**config.mk**
```make
export PLATFORM = sky130hd
export DESIGN_NAME = dmem_lsu
export DESIGN_NICKNAME = d
export VERILOG_FILES = /design/src/rtl/lsu_pkg.sv /design/src/rtl/lsu_align.sv /design/src/rtl/dmem_lsu.sv
export SDC_FILE = /design/constraint.sdc
export NUM_CORES = 1
export LEC_CHECK = 0
export ABC_CLOCK_PERIOD_IN_PS = 2900
export BUFFER_PORTS_ARGS = -buffer_cell sky130_fd_sc_hd__buf_2
export CAP_MARGIN = 10
export CORE_MARGIN = 2
export CORE_UTILIZATION = 40
export CTS_BUF_LIST = sky130_fd_sc_hd__clkbuf_4 sky130_fd_sc_hd__clkbuf_8
export DETAILED_ROUTE_END_ITERATION = 7
export GPL_TIMING_DRIVEN = 0
export PLACE_DENSITY_LB_ADDON = 0.3
export REMOVE_ABC_BUFFERS = 1
export SYNTH_ARGS = -nofsm -noshare
export SYNTH_HDL_FRONTEND = slang
export SYNTH_SLANG_ARGS = --single-unit
```
**constraint.sdc**
```tcl
create_clock -name clk -period 2.9 [get_ports clk]
set_input_delay 0.58 -clock clk [delete_from_list [all_inputs] [get_ports clk]]
set_output_delay 0.58 -clock clk [all_outputs]
set_load 0.1 [all_outputs]
```
**src/rtl/lsu_pkg.sv**
```systemverilog
`default_nettype none
// ============================================================================
// Module  : lsu_pkg
// Brief   : Shared constants for the DMEM load/store unit: RV32I width/sign
//           codes, FSM state encoding and DMEM word geometry.
// Revision: 1.0 - initial release
// ============================================================================
package lsu_pkg;

    // RV32I funct3 width/sign codes for loads and stores
    localparam logic [2:0] F3_B  = 3'b000;
    localparam logic [2:0] F3_H  = 3'b001;
    localparam logic [2:0] F3_W  = 3'b010;
    localparam logic [2:0] F3_BU = 3'b100;
    localparam logic [2:0] F3_HU = 3'b101;

    // DMEM is word-only; every access touches one 4-byte word
    localparam int DMEM_WORD_BYTES = 4;

    // FSM state encoding
    localparam logic [1:0] S_IDLE = 2'd0;
    localparam logic [1:0] S_RD   = 2'd1;
    localparam logic [1:0] S_WR   = 2'd2;
    localparam logic [1:0] S_DONE = 2'd3;

    // Unused funct3 codes, and unsigned widths on stores, are not legal accesses
    function automatic logic f3_illegal(input logic we, input logic [2:0] f3);
        logic bad;
        bad = (f3 == 3'b011) || (f3 == 3'b110) || (f3 == 3'b111);
        if (we && ((f3 == F3_BU) || (f3 == F3_HU))) begin
            bad = 1'b1;
        end
        return bad;
    endfunction

endpackage
`default_nettype wire

```
**src/rtl/lsu_align.sv**
```systemverilog
`default_nettype none
// ============================================================================
// Module  : lsu_align
// Brief   : Combinational lane logic for the load/store unit. Extracts and
//           extends the addressed byte/half of a DMEM word for loads, and
//           merges store data into a read word for sub-word stores.
// Revision: 1.0 - initial release
// ============================================================================
module lsu_align
    import lsu_pkg::*;
(
    input  logic [2:0]  i_funct3,
    input  logic [1:0]  i_addr_lo,
    input  logic [31:0] i_word,
    input  logic [31:0] i_wdata,
    output logic [31:0] o_load,
    output logic [31:0] o_store
);

    logic [7:0]  w_byte;
    logic [15:0] w_half;

    // Little-endian lane selection: byte k at bits [8k+7:8k], half at addr[1]
    assign w_byte = i_word[{i_addr_lo, 3'b000} +: 8];
    assign w_half = i_word[{i_addr_lo[1], 4'b0000} +: 16];

    // Load value: sign- or zero-extend the selected lane
    always_comb begin
        o_load = 32'h0;
        case (i_funct3)
            F3_B:    o_load = {{24{w_byte[7]}}, w_byte};
            F3_H:    o_load = {{16{w_half[15]}}, w_half};
            F3_W:    o_load = i_word;
            F3_BU:   o_load = {24'h0, w_byte};
            F3_HU:   o_load = {16'h0, w_half};
            default: o_load = 32'h0;
        endcase
    end

    // Store word: replace only the addressed lane(s); full words pass straight through
    always_comb begin
        o_store = i_word;
        case (i_funct3)
            F3_B:    o_store[{i_addr_lo, 3'b000} +: 8]     = i_wdata[7:0];
            F3_H:    o_store[{i_addr_lo[1], 4'b0000} +: 16] = i_wdata[15:0];
            default: o_store = i_wdata;
        endcase
    end

endmodule
`default_nettype wire

```
**src/rtl/dmem_lsu.sv**
```systemverilog
`default_nettype none
// ============================================================================
// Module  : dmem_lsu
// Brief   : Load/store initiator between the CPU datapath and a word-only
//           DMEM. Handles byte/half/word loads and stores, using
//           read-modify-write for sub-word stores, and rejects illegal,
//           misaligned or out-of-range accesses without touching memory.
// Revision: 1.0 - initial release
// ============================================================================
module dmem_lsu
    import lsu_pkg::*;
#(
    parameter int MEM_WORDS = 64
) (
    input  logic        clk,
    input  logic        reset,
    input  logic        req,
    input  logic        we,
    input  logic [2:0]  funct3,
    input  logic [31:0] addr,
    input  logic [31:0] wdata,
    output logic        ready,
    output logic        done,
    output logic        err,
    output logic [31:0] rdata,
    output logic        MemRead,
    output logic        MemWrite,
    output logic [31:0] Address,
    output logic [31:0] writeData,
    input  logic [31:0] readData
);

    // One past the last legal byte address; 33 bits so the limit cannot wrap
    localparam logic [32:0] c_MEM_BYTES = 33'(MEM_WORDS * DMEM_WORD_BYTES);

    logic [1:0]  r_state;
    logic [1:0]  w_next_state;
    logic        r_we;
    logic [2:0]  r_funct3;
    logic [31:0] r_addr;
    logic [31:0] r_wdata;
    logic [31:0] r_word;
    logic        r_err;

    logic        w_illegal;
    logic        w_misaligned;
    logic        w_out_of_range;
    logic        w_fault;
    logic [31:0] w_load;
    logic [31:0] w_store;

    // Request checks evaluated on the live inputs so the verdict is captured at accept
    always_comb begin
        w_illegal      = f3_illegal(we, funct3);
        w_misaligned   = ((funct3 == F3_H) || (funct3 == F3_HU)) ? addr[0]
                       : (funct3 == F3_W) ? (addr[1:0] != 2'b00)
                       : 1'b0;
        w_out_of_range = ({1'b0, addr} >= c_MEM_BYTES);
        w_fault        = w_illegal || w_misaligned || w_out_of_range;
    end

    // Next-state: sub-word stores read first, full-word stores write directly
    always_comb begin
        w_next_state = r_state;
        case (r_state)
            S_IDLE: begin
                if (req) begin
                    if (w_fault) begin
                        w_next_state = S_DONE;
                    end else if (we && (funct3 == F3_W)) begin
                        w_next_state = S_WR;
                    end else begin
                        w_next_state = S_RD;
                    end
                end
            end
            S_RD:    w_next_state = r_we ? S_WR : S_DONE;
            S_WR:    w_next_state = S_DONE;
            S_DONE:  w_next_state = S_IDLE;
            default: w_next_state = S_IDLE;
        endcase
    end

    // State register; reset drops any access in flight
    always_ff @(posedge clk) begin
        if (reset) begin
            r_state <= S_IDLE;
        end else begin
            r_state <= w_next_state;
        end
    end

    // Capture the request at accept and the DMEM word at the end of RD
    always_ff @(posedge clk) begin
        if (reset) begin
            r_we     <= 1'b0;
            r_funct3 <= 3'b000;
            r_addr   <= 32'h0;
            r_wdata  <= 32'h0;
            r_word   <= 32'h0;
            r_err    <= 1'b0;
        end else begin
            if ((r_state == S_IDLE) && req) begin
                r_we     <= we;
                r_funct3 <= funct3;
                r_addr   <= addr;
                r_wdata  <= wdata;
                r_err    <= w_fault;
            end
            if (r_state == S_RD) begin
                r_word <= readData;
            end
        end
    end

    lsu_align u_align (
        .i_funct3  (r_funct3),
        .i_addr_lo (r_addr[1:0]),
        .i_word    (r_word),
        .i_wdata   (r_wdata),
        .o_load    (w_load),
        .o_store   (w_store)
    );

    // Moore outputs from state and captured request; buses idle at zero
    always_comb begin
        ready     = (r_state == S_IDLE);
        done      = (r_state == S_DONE);
        err       = (r_state == S_DONE) && r_err;
        rdata     = ((r_state == S_DONE) && !r_we && !r_err) ? w_load : 32'h0;
        MemRead   = (r_state == S_RD);
        MemWrite  = (r_state == S_WR);
        Address   = ((r_state == S_RD) || (r_state == S_WR)) ? {r_addr[31:2], 2'b00} : 32'h0;
        writeData = (r_state == S_WR) ? w_store : 32'h0;
    end

endmodule
`default_nettype wire

```
==> results of run 1 <==
-- metal layers --
layer	vias to the layer above	GRT usage, %
met5	-	0
met4	0	5.68
met3	17	8.04
met2	260	37.9
met1	2688	32.4
li1	2829	-
-- state kept, by name (all words and copies together) (netlist names) --
name / flops
r_funct3: 3
r_addr: 32
r_we: 1
r_err: 1
r_word: 32
r_wdata: 32
r_state: 2
-- power groups by stage --
stage	Combinational, W	Sequential, W	Clock [W]
2_1_floorplan	0.00270	0.00193	0
3_3_place_gp	0.00334	0.00204	0
3_5_place_dp	0.00339	0.00205	0
5_1_grt	0.00406	0.00207	0.00110
4_1_cts	0.00371	0.00202	0.00105
6_report	0.00382	0.00204	0.00102
-- what timing repair did --
action | CTS | global route
buffers inserted | 14 | 0
pin swaps | 12 | 16
endpoints found under the setup margin | 65 | 63
gates cloned | 1 | 0
resized for setup | 118 | 81
-- cells by family (layout without fill, tap and decap cells) --
family	count (synthesis)	count (layout)	synth area share, %
AND/OR/NAND/NOR	289	290	23.3
buffers and inverters	63	242	5.22
AO/OA/AOI/OAI	201	201	22.4
flip-flops	103	103	37.4
other	1	2	0.0680
multiplexers	50	50	9.57
adder cells (fa/ha/maj)	9	9	2.04
-- worst paths after layout --
path,from,endpoint,slack (ps),cells after the start
setup reg to reg,r_state[0],r_addr[20],1030,6
hold reg to reg,r_addr[18],r_addr[18],450,2
setup / recovery,r_addr[1],writeData[31],10,8
hold / removal,addr[5],r_addr[5],420,3
-- area by class of cell --
cell class	count	area share [%]
clock buffers	10	1.81
clock inverters	6	1.11
inverters	7	0.445
multi-input cells	552	45.0
flip-flops and latches	103	27.4
well taps	176	2.90
repair buffers	219	21.3
-- through the flow --
step                      cell area [sq um]  hold slack (ps)  setup WS (ps)  utilization (%)  std cells
final                                  7580              418           13.0             56.8       1073
after global routing                   7580              401          -83.5             56.8       1073
after CTS                              7340              393          -25.1             55.0       1073
after detailed placement               6590              442          -1300             49.4       1042
after global placement                 6490              438          -1290             48.6       1038
after floorplan                        5260              426          -1490                -        661
-- worst max-delay path: cells and delay by family (launching register included) --
kind                       cells  cell delay [ps]
buffers and inverters          3              540
AOI/OAI and AO/OA              3              440
DFF                            1              390
and+or+nand+nor                1              300
adders and majority gates      1              260
-- cells in the final DEF (no fill, tap or decap), types with 3 or more instances in the layout --
| cell type | instances |
|---|---|
| clkbuf_8 | 10 |
| clkbuf_4 | 5 |
| nor4_1 | 7 |
| nand2_1 | 160 |
| buf_8 | 4 |
| dfxtp_1 | 98 |
| o21ai_0 | 23 |
| a222oi_1 | 9 |
| nor2_1 | 54 |
| a221oi_2 | 6 |
| buf_2 | 136 |
| buf_4 | 42 |
| a21oi_2 | 11 |
| a21oi_1 | 106 |
| ha_1 | 4 |
| ha_2 | 4 |
| a22oi_1 | 14 |
| inv_1 | 5 |
| o31ai_1 | 3 |
| a22o_1 | 15 |
| buf_6 | 15 |
| nor2_2 | 4 |
| and2_1 | 31 |
| mux2_2 | 8 |
| clkinv_2 | 3 |
| nor2_4 | 3 |
| dfxtp_4 | 4 |
| mux2i_1 | 40 |
| nor2b_1 | 10 |
| buf_12 | 15 |
==> results.md, run 1 <==
- Routability cong.: 0.927
- Total clock sinks: 103
- Syn. warnings: 0
- Multi-input combinational cell area: 3410 sq um
- Routed length on met1: 7940 microns
- Slew headroom: 45.1%
- Antenna Cells: 0
- Highest Signal Layer: met4
- Global-route wire length before repair: 28000 microns
- Top cells by area, synth: dfxtp_1 (37%), nand2_1 (11%), a21oi_1 (11%), mux2i_1 (7.3%), nor2_1 (3.9%)
- Hold WC Path Type: in2reg
- H-tree levels: 3
- Seq cells post-synth: 103
- Die Wd: 121 microns
- CTS Hold Bufs: 0
- I/O Pins: 204
- Max Clock Freq: 0.346 GHz
- Crit path cell chain: clkinvlp_4 > ha_4 > nor4bb_4 > buf_6 > a22o_1 > a21oi_1 > a21oi_2 > buf_8
- Die height: 121 microns
- Mapped Area: 5520 sq um
- Pwr dens: 907 nW/um^2
- Net Sw Frac: 51.2%
- Total of max-cap violations: 0
- Area Overhead vs Synth: 37.4%
- Register area: 2080 sq um
- Critical Path Fanout Max: 8
- Final period utilization: 99.6%
- Routed WL: 18400 microns
- Layout fillers: 1284
- Most common cell in the netlist: nand2_1
- Critical Path AT: 2310 ps
- Skew-Pair Late Insertion Delay: 390 ps
- Post-synth top flop: dfxtp_1
- TritonCTS clock tree: done
- # setup viols final: 0
- Die area: 14800 sq um
- Met3 WL: 1860 microns
- Clock network fraction of total power: 14.8%
- Final setup TNS: 0 ps
- Synth Instances: 716
- Drt wl/cell: 17.1 microns
- Met2 WL: 8340 microns
- Post-synth top area cell: dfxtp_1
- Worst Setup Start Kind: flop
- Leakage: 3.02 nW
- Initial antenna violation count: 1
- VDD IR max: 0.484 mV
- Final hold vios: 0
- Via Count: 5794
- Final worst path period need: 2890 ps
- Commonest cells in the synthesized netlist: nand2_1 (162), a21oi_1 (117), dfxtp_1 (103)
- Total grt overflow: 0
- Port Buf Inserts: 201
- Clk slew on worst S/H paths: 100 ps
- Layout cell share with drive strength beyond 1: 33.4%
- Synth top area share: 37.4%
- Status: completed
- Req. time, crit path: 2320 ps
- Unrepaired setup endpoints after global routing: true
- Antenna Nets Post-Route: 0
- Combinational power share: 55.5%
- Layout Nets: 1004
- Design Power: 0.00688 W
- Slowest-stage cell, CP: dfxtp_4
- DRC: 0
- Setup Skew: 6.61 ps
- P_sw: 0.00352 W
- Largest net degree at the start of global routing: 59
- Core ar.: 13300 sq um
- Ys async rst share: 0%
- Number of buffers created by CTS: 9
- Worst setup EP type: output pin
- P_int: 0.00336 W
- Vias in the first global route: 5288
- Slew @ Worst Pin: 821 ps
- Initial DRC count: 494
- Hpwl dp: 12400 microns
- Largest stage delay on the critical path: 390 ps
- Site Rows: 42
- Longest Clk Path Bufs: 2
- Drt first pass iters: 5
- Mean area per synthesized cell: 7.71 sq um
- Kind of critical path: reg2out
- Total GRT Usage: 24.2%
- Synth cell types: 51
- Starting Density: 41.3%
- Post-synth EDFFs: 0
- Slew Limit Fails: 0
- Sequential Power Share: 29.6%
- Root Buffer: clkbuf_8
- Sequential area share after synthesis: 37.4%
- Via-per-instance ratio: 5.40
No activity file was read; power rests on OpenSTA's default activity.
==> run 2: changes to the inputs <==
--- a/config.mk
+++ b/config.mk
@@ -5,7 +5,7 @@
 export SDC_FILE = /design/constraint.sdc
 export NUM_CORES = 1
 export LEC_CHECK = 0
-export ABC_CLOCK_PERIOD_IN_PS = 2900
+export ABC_CLOCK_PERIOD_IN_PS = 3450
 export BUFFER_PORTS_ARGS = -buffer_cell sky130_fd_sc_hd__buf_2
 export CAP_MARGIN = 10
 export CORE_MARGIN = 2
==> constraint.sdc (replaced) <==
create_clock -name clk -period 3.45 [get_ports clk]
set_input_delay 0.69 -clock clk [delete_from_list [all_inputs] [get_ports clk]]
set_output_delay 0.69 -clock clk [all_outputs]
set_load 0.1 [all_outputs]
==> run 2 against run 1 <==
Combinational power down 24%. Register-to-register slack improved by 480 ps. Clock power fell by 16%. Sequential share of layout area grew 2.3 points. Non-clock buffer count shrank 8. Flip-flop and latch count is the same. Critical path type unchanged. Core utilization decreased by 4.5 points. Largest cell class unchanged. Via count is 1.5% lower. Cell count decreased by 0.84%. Final area is 7.9% lower. Sequential power is 17% lower. Wire length shrank 5.3%.
==> results.md, run 2 (same netlist as run 1, synthesis figures left out) <==
- Final period utilization: 97.5%
- Worst Setup Start Kind: flop
- Hold WC Path Type: reg2reg
- TritonCTS clock tree: done
- WP depth: 5 (-3)
- Via Count: 5707 (-1.5%)
- Reg2reg start: r_state[0]
- Drt wl/cell: 16.3 microns (-4.5%)
- Die height: 121 microns (unchanged)
- Longest Clk Path Bufs: 2 (unchanged)
- Clk slew on worst S/H paths: 100 ps (about the same)
- Layout Nets: 995 (-0.90%)
- Max Clock Freq: 0.297 GHz
- Total GRT Usage: 23.2% (-1.1 points)
- # setup viols final: 0 (unchanged)
- Largest stage delay on the critical path: 550 ps (+160 ps)
- Port Buf Inserts: 201 (unchanged)
- FF-to-FF End: r_addr[20]
- Worst setup startpoint: r_funct3[0]
- Global-route wire length before repair: 26800 microns (-4.5%)
- Layout cell share with drive strength beyond 1: 28.7% (-4.7 points)
- Most frequent cells in the layout: buf_2 (174), nand2_1 (161), a21oi_1 (117)
- DRC: 0 (unchanged)
- Slew Limit Fails: 0 (unchanged)
- CTS Hold Bufs: 0 (unchanged)
- Site Rows: 42 (unchanged)
- Skew-Pair Late Insertion Delay: 390 ps (about the same)
- Commonest non-fill, non-tap cell in the layout: buf_2
- Critical Path Fanout Max: 14 (+6)
- Routability cong.: 0.927 (unchanged)
- Total grt overflow: 0 (unchanged)
- Critical Path AT: 2670 ps (+360 ps)
- Pwr dens: 785 nW/um^2 (-14%)
- Largest net degree at the start of global routing: 59 (unchanged)
- Hpwl dp: 12400 microns (unchanged)
- Slowest-stage cell, CP: dfxtp_2
- I/O Pins: 204 (unchanged)
- Leakage: 2.90 nW (-3.7%)
- Highest Signal Layer: met4
- Initial antenna violation count: 1 (unchanged)
- Status: completed
- Non-Filler Instances: 1064 (-0.84%)
- Vias in the first global route: 5153 (-2.6%)
- Place WS: -864 ps (+440 ps)
- Crit path cell chain: inv_1 > o21ai_2 > o21a_2 > a22o_1 > buf_2
- Layout fillers: 1354 (+5.5%)
- Setup Skew: 7.92 ps (+1.31 ps)
- Area Overhead vs Synth: 26.5%
- Antenna Cells: 0 (unchanged)
- Routed length on met1: 7540 microns (-5.0%)
- Final worst slack: 86.5 ps (+73.5 ps)
- Die area: 14800 sq um (unchanged)
- Kind of critical path: reg2out
- H-tree levels: 3 (unchanged)
- Top flop regs: r_addr: 32 flops, r_wdata: 32 flops, r_word: 32 flops
- Slew headroom: 44.6% (-0.41 points)
- WP buf/inv: 2 (-1)
- Unrepaired setup endpoints after global routing: false
- Antenna Nets Post-Route: 0 (unchanged)
- Root Buffer: clkbuf_8
- R2R depth: 6 (unchanged)
- Core ar.: 13300 sq um (unchanged)
- Via-per-instance ratio: 5.36 (-0.67%)
- CP delay by family, top: compound AO/OA/AOI/OAI gates
- Total of max-cap violations: 0 (unchanged)
- Reg2reg setup slack: 1510 ps (+480 ps)
- VDD IR max: 0.409 mV (-15%)
- Worst setup EP type: output pin
- Starting Density: 41.3% (unchanged)
- Number of buffers created by CTS: 9 (unchanged)
- Placed insts: 1042 (unchanged)
- Routed WL: 17400 microns (-5.3%)
- Die Wd: 121 microns (unchanged)
- Final hold vios: 0 (unchanged)
- Met3 WL: 1900 microns (+2.5%)
- Slew @ Worst Pin: 827 ps (+6.07 ps)
- Met2 WL: 7700 microns (-7.7%)
- Final worst path period need: 3360 ps
- CP endpoint: writeData[1]
- Total clock sinks: 103 (unchanged)
- Initial DRC count: 508 (+2.8%)
- Req. time, crit path: 2760 ps (+440 ps)
- Drt first pass iters: 8 (+3)
[run 2: final cells by class]
class	count	area, sq um	area share [%]
Inverter	7	26.3	0.376
Sequential cell	103	2070	29.7
Multi-Input combinational cell	551	3220	46.1
Clock inverter	6	83.8	1.20
Timing Repair Buffer	211	1220	17.5
Clock buffer	10	138	1.97
Tap cell	176	220	3.15
[run 2: worst min-delay path by stage]
stage	startpoint	to	depth (start not counted)
3_3_place_gp	r_addr[24]	r_addr[24]	2
4_1_cts	r_addr[26]	r_addr[26]	2
5_1_grt	r_wdata[20]	r_wdata[20]	2
6_report	r_addr[18]	r_addr[18]	2
2_1_floorplan	r_addr[10]	r_addr[10]	2
3_5_place_dp	r_addr[26]	r_addr[26]	2
[run 2: metal layers]
layer,vias to the layer above,track usage (%)
met2,270,36.1
met5,-,0
met1,2607,30.9
li1,2812,-
met4,0,5.75
met3,18,7.75
[run 2: timing repair]
action | in CTS | in global routing
setup buffers | 2 | 4
endpoints found under the setup margin | 64 | 40
pin swaps | 1 | 0
resized for setup | 33 | 8
[run 2: power by group]
| part | internal, W | total (W) | switching (W) |
|---|---|---|---|
| registers | 0.00144 | 0.00170 | 0.000265 |
| logic | 0.000786 | 0.00292 | 0.00214 |
| clock network | 0.000426 | 0.000857 | 0.000430 |
| total | 0.00265 | 0.00548 | 0.00283 |
[run 2: worst register-to-register path, cell delays in order, from the launching register on]
cell	delay [ps]
dfxtp_1	370
inv_1	90
ha_1	280
nand2_2	640
buf_16	270
nand2_1	80
a21oi_1	150
[run 2: per-stage QoR]
stage          util [%]  power, W  setup TNS [ps]  hold slack (ps)  cell area [sq um]
2_1_floorplan         -   0.00389          -45570              426               5260
3_3_place_gp       48.6   0.00453           -7860              438               6490
3_5_place_dp       49.4   0.00457           -7940              442               6590
4_1_cts            51.9   0.00548           -8.67              456               6930
5_1_grt            52.3   0.00578               0              471               6980
6_report           52.3   0.00548               0              455               6980
==> run 3: changes to the inputs <==
--- a/config.mk
+++ b/config.mk
@@ -10,11 +10,10 @@
 export CAP_MARGIN = 10
 export CORE_MARGIN = 2
 export CORE_UTILIZATION = 40
-export CTS_BUF_LIST = sky130_fd_sc_hd__clkbuf_4 sky130_fd_sc_hd__clkbuf_8
+export CTS_BUF_LIST = sky130_fd_sc_hd__clkbuf_8
 export DETAILED_ROUTE_END_ITERATION = 7
 export GPL_TIMING_DRIVEN = 0
 export PLACE_DENSITY_LB_ADDON = 0.3
-export REMOVE_ABC_BUFFERS = 1
 export SYNTH_ARGS = -nofsm -noshare
 export SYNTH_HDL_FRONTEND = slang
 export SYNTH_SLANG_ARGS = --single-unit
==> run 3 against run 2 <==
Global-route usage rose by 1.8 points. Total power rose by 0.75%. Wire length rose by 7.8%. Via count up 3.0%. Critical endpoint is now rdata[14].
==> results.md, run 3 (same netlist as run 1, synthesis figures left out) <==
- Status: completed
- Layout Nets: 1041 (+4.6%)
- Hold WC Path Type: reg2reg
- Via-per-instance ratio: 5.30 (-1.1%)
- Vias in the first global route: 5208 (+1.1%)
- Core ar.: 13300 sq um (unchanged)
- Die area: 14800 sq um (unchanged)
- Slowest-stage cell, CP: buf_2
- Initial antenna violation count: 0 (-1)
- WP buf/inv: 3 (+1)
- Pwr dens: 768 nW/um^2 (-2.2%)
- Initial DRC count: 514 (+1.2%)
- Antenna Cells: 0 (unchanged)
- Max Clock Freq: 0.301 GHz (+1.1%)
- CP most frequent cell: buf_2
- Worst Setup Start Kind: flop
- R2R depth: 7 (+1)
- Skew-Pair Late Insertion Delay: 400 ps (about the same)
- Largest net degree at the start of global routing: 18 (-69%)
- Critical Path Fanout Max: 10 (-4)
- Routability cong.: 0.949 (+2.4%)
- Antenna Nets Post-Route: 0 (unchanged)
- Total grt overflow: 0 (unchanged)
- Leakage: 2.95 nW (+1.7%)
- Total of max-cap violations: 0 (unchanged)
- Starting Density: 41.3% (unchanged)
- Drt wl/cell: 16.9 microns (+3.5%)
- Setup Skew: 10.4 ps (+2.45 ps)
- Placed insts: 1093 (+4.9%)
- WP depth: 7 (+2)
- Clk slew on worst S/H paths: 100 ps (about the same)
- Non-Filler Instances: 1109 (+4.2%)
- Area Overhead vs Synth: 30.3%
- Total clock sinks: 103 (unchanged)
- Die Wd: 121 microns (unchanged)
- Final period utilization: 96.4% (-1.1 points)
- TritonCTS clock tree: done
- H-tree levels: 3 (unchanged)
- Port Buf Inserts: 200 (-0.50%)
- Design Power: 0.00552 W (+0.75%)
- Final core utilization: 53.9% (+1.6 points)
- Most frequent cells in the layout: buf_2 (184), nand2_1 (162), a21oi_1 (109)
- Worst hold path depth: 2 (unchanged)
- Total GRT Usage: 25.0% (+1.8 points)
- Number of buffers created by CTS: 9 (unchanged)
- Crit path cell chain: buf_4 > or2_1 > buf_2 > nor2_2 > nand2_1 > a21oi_1 > buf_2
- Site Rows: 42 (unchanged)
- Place WS: 231 ps (+1100 ps)
- VDD IR max: 0.492 mV (+20%)
- Root Buffer: clkbuf_8
- Global-route wire length before repair: 27900 microns (+4.4%)
- Slew @ Worst Pin: 752 ps (-74.9 ps)
- Routed WL: 18700 microns (+7.8%)
- Final worst slack: 123 ps (+36.3 ps)
- Via Count: 5880 (+3.0%)
- I/O Pins: 204 (unchanged)
- Commonest non-fill, non-tap cell in the layout: buf_2
- Slew Limit Fails: 0 (unchanged)
- Largest stage delay on the critical path: 460 ps (-90 ps)
- # setup viols final: 0 (unchanged)
- Top flop regs: r_addr: 32 flops, r_wdata: 32 flops, r_word: 32 flops
- DRC: 0 (unchanged)
- Die height: 121 microns (unchanged)
- Req. time, crit path: 2760 ps (about the same)
- Layout cell share with drive strength beyond 1: 30.1% (+1.4 points)
- Worst setup EP type: output pin
- Final setup TNS: 0 ps (unchanged)
- Longest Clk Path Bufs: 2 (unchanged)
- Hpwl dp: 14400 microns (+16%)
- Slew headroom: 49.8% (+5.2 points)
- Kind of critical path: reg2out
- Final hold vios: 0 (unchanged)
- Critical Path AT: 2640 ps (-30 ps)
- Final worst path period need: 3330 ps (-36.3 ps)
- CP delay by family, top: simple AND/OR/NAND/NOR gates
- Drt first pass iters: 7 (-1)
-- run 3: final timing paths --
check / start / end / slack (ps)
worst max register to register: r_state[0] / r_addr[2] / 1340
worst min-delay path: r_addr[17] / r_addr[17] / 450
worst max-delay path: r_funct3[2] / rdata[14] / 120
worst min register to register: r_addr[17] / r_addr[17] / 450
-- run 3: tightest hold or removal path: stages (launching register included) --
cell     delay [ps]
dfxtp_1         320
nand2_1          50
a21oi_1          50
-- run 3: power breakdown --
group | total (W) | leakage (nW) | internal (W) | switching (W)
registers | 0.00170 | 0.843 | 0.00143 | 0.000267
clock network | 0.000726 | 0.0893 | 0.000286 | 0.000440
logic | 0.00309 | 2.02 | 0.000841 | 0.00225
-- run 3: cell type report --
| class | count | area [sq um] |
|---|---|---|
| Sequential cell | 103 | 2060 |
| Tap cell | 176 | 220 |
| Multi-Input combinational cell | 551 | 3290 |
| Buffer | 56 | 268 |
| Clock inverter | 5 | 42.5 |
| Timing Repair Buffer | 201 | 1140 |
| Fill cell | 1353 | 6160 |
| Inverter | 7 | 26.3 |
| Clock buffer | 10 | 138 |
-- run 3: metal layers --
metal | up-vias | track usage [%] | wire [microns] | part of all wire, %
met5 | - | 0 | 0 | 0
met4 | 0 | 7.33 | 487 | 2.6
met3 | 38 | 6.44 | 1620 | 8.6
met2 | 253 | 38.6 | 8280 | 44
met1 | 2687 | 34.3 | 8360 | 45
li1 | 2902 | - | - | -
-- run 3: per-stage QoR --
stage	area [sq um]	hold WS, ps
floorplan	5590	432
global placement	6810	437
detailed placement	6810	442
CTS	7040	457
global route	7190	474
finish	7190	454
-- run 3: timing repair --
| item | 4_1_cts | 5_1_grt |
|---|---|---|
| resized for setup | 19 | 39 |
| buffers inserted | 0 | 1 |
| pin swaps | 0 | 4 |
| hold buffers | 0 | 0 |
| endpoints found under the setup margin | 14 | 45 |
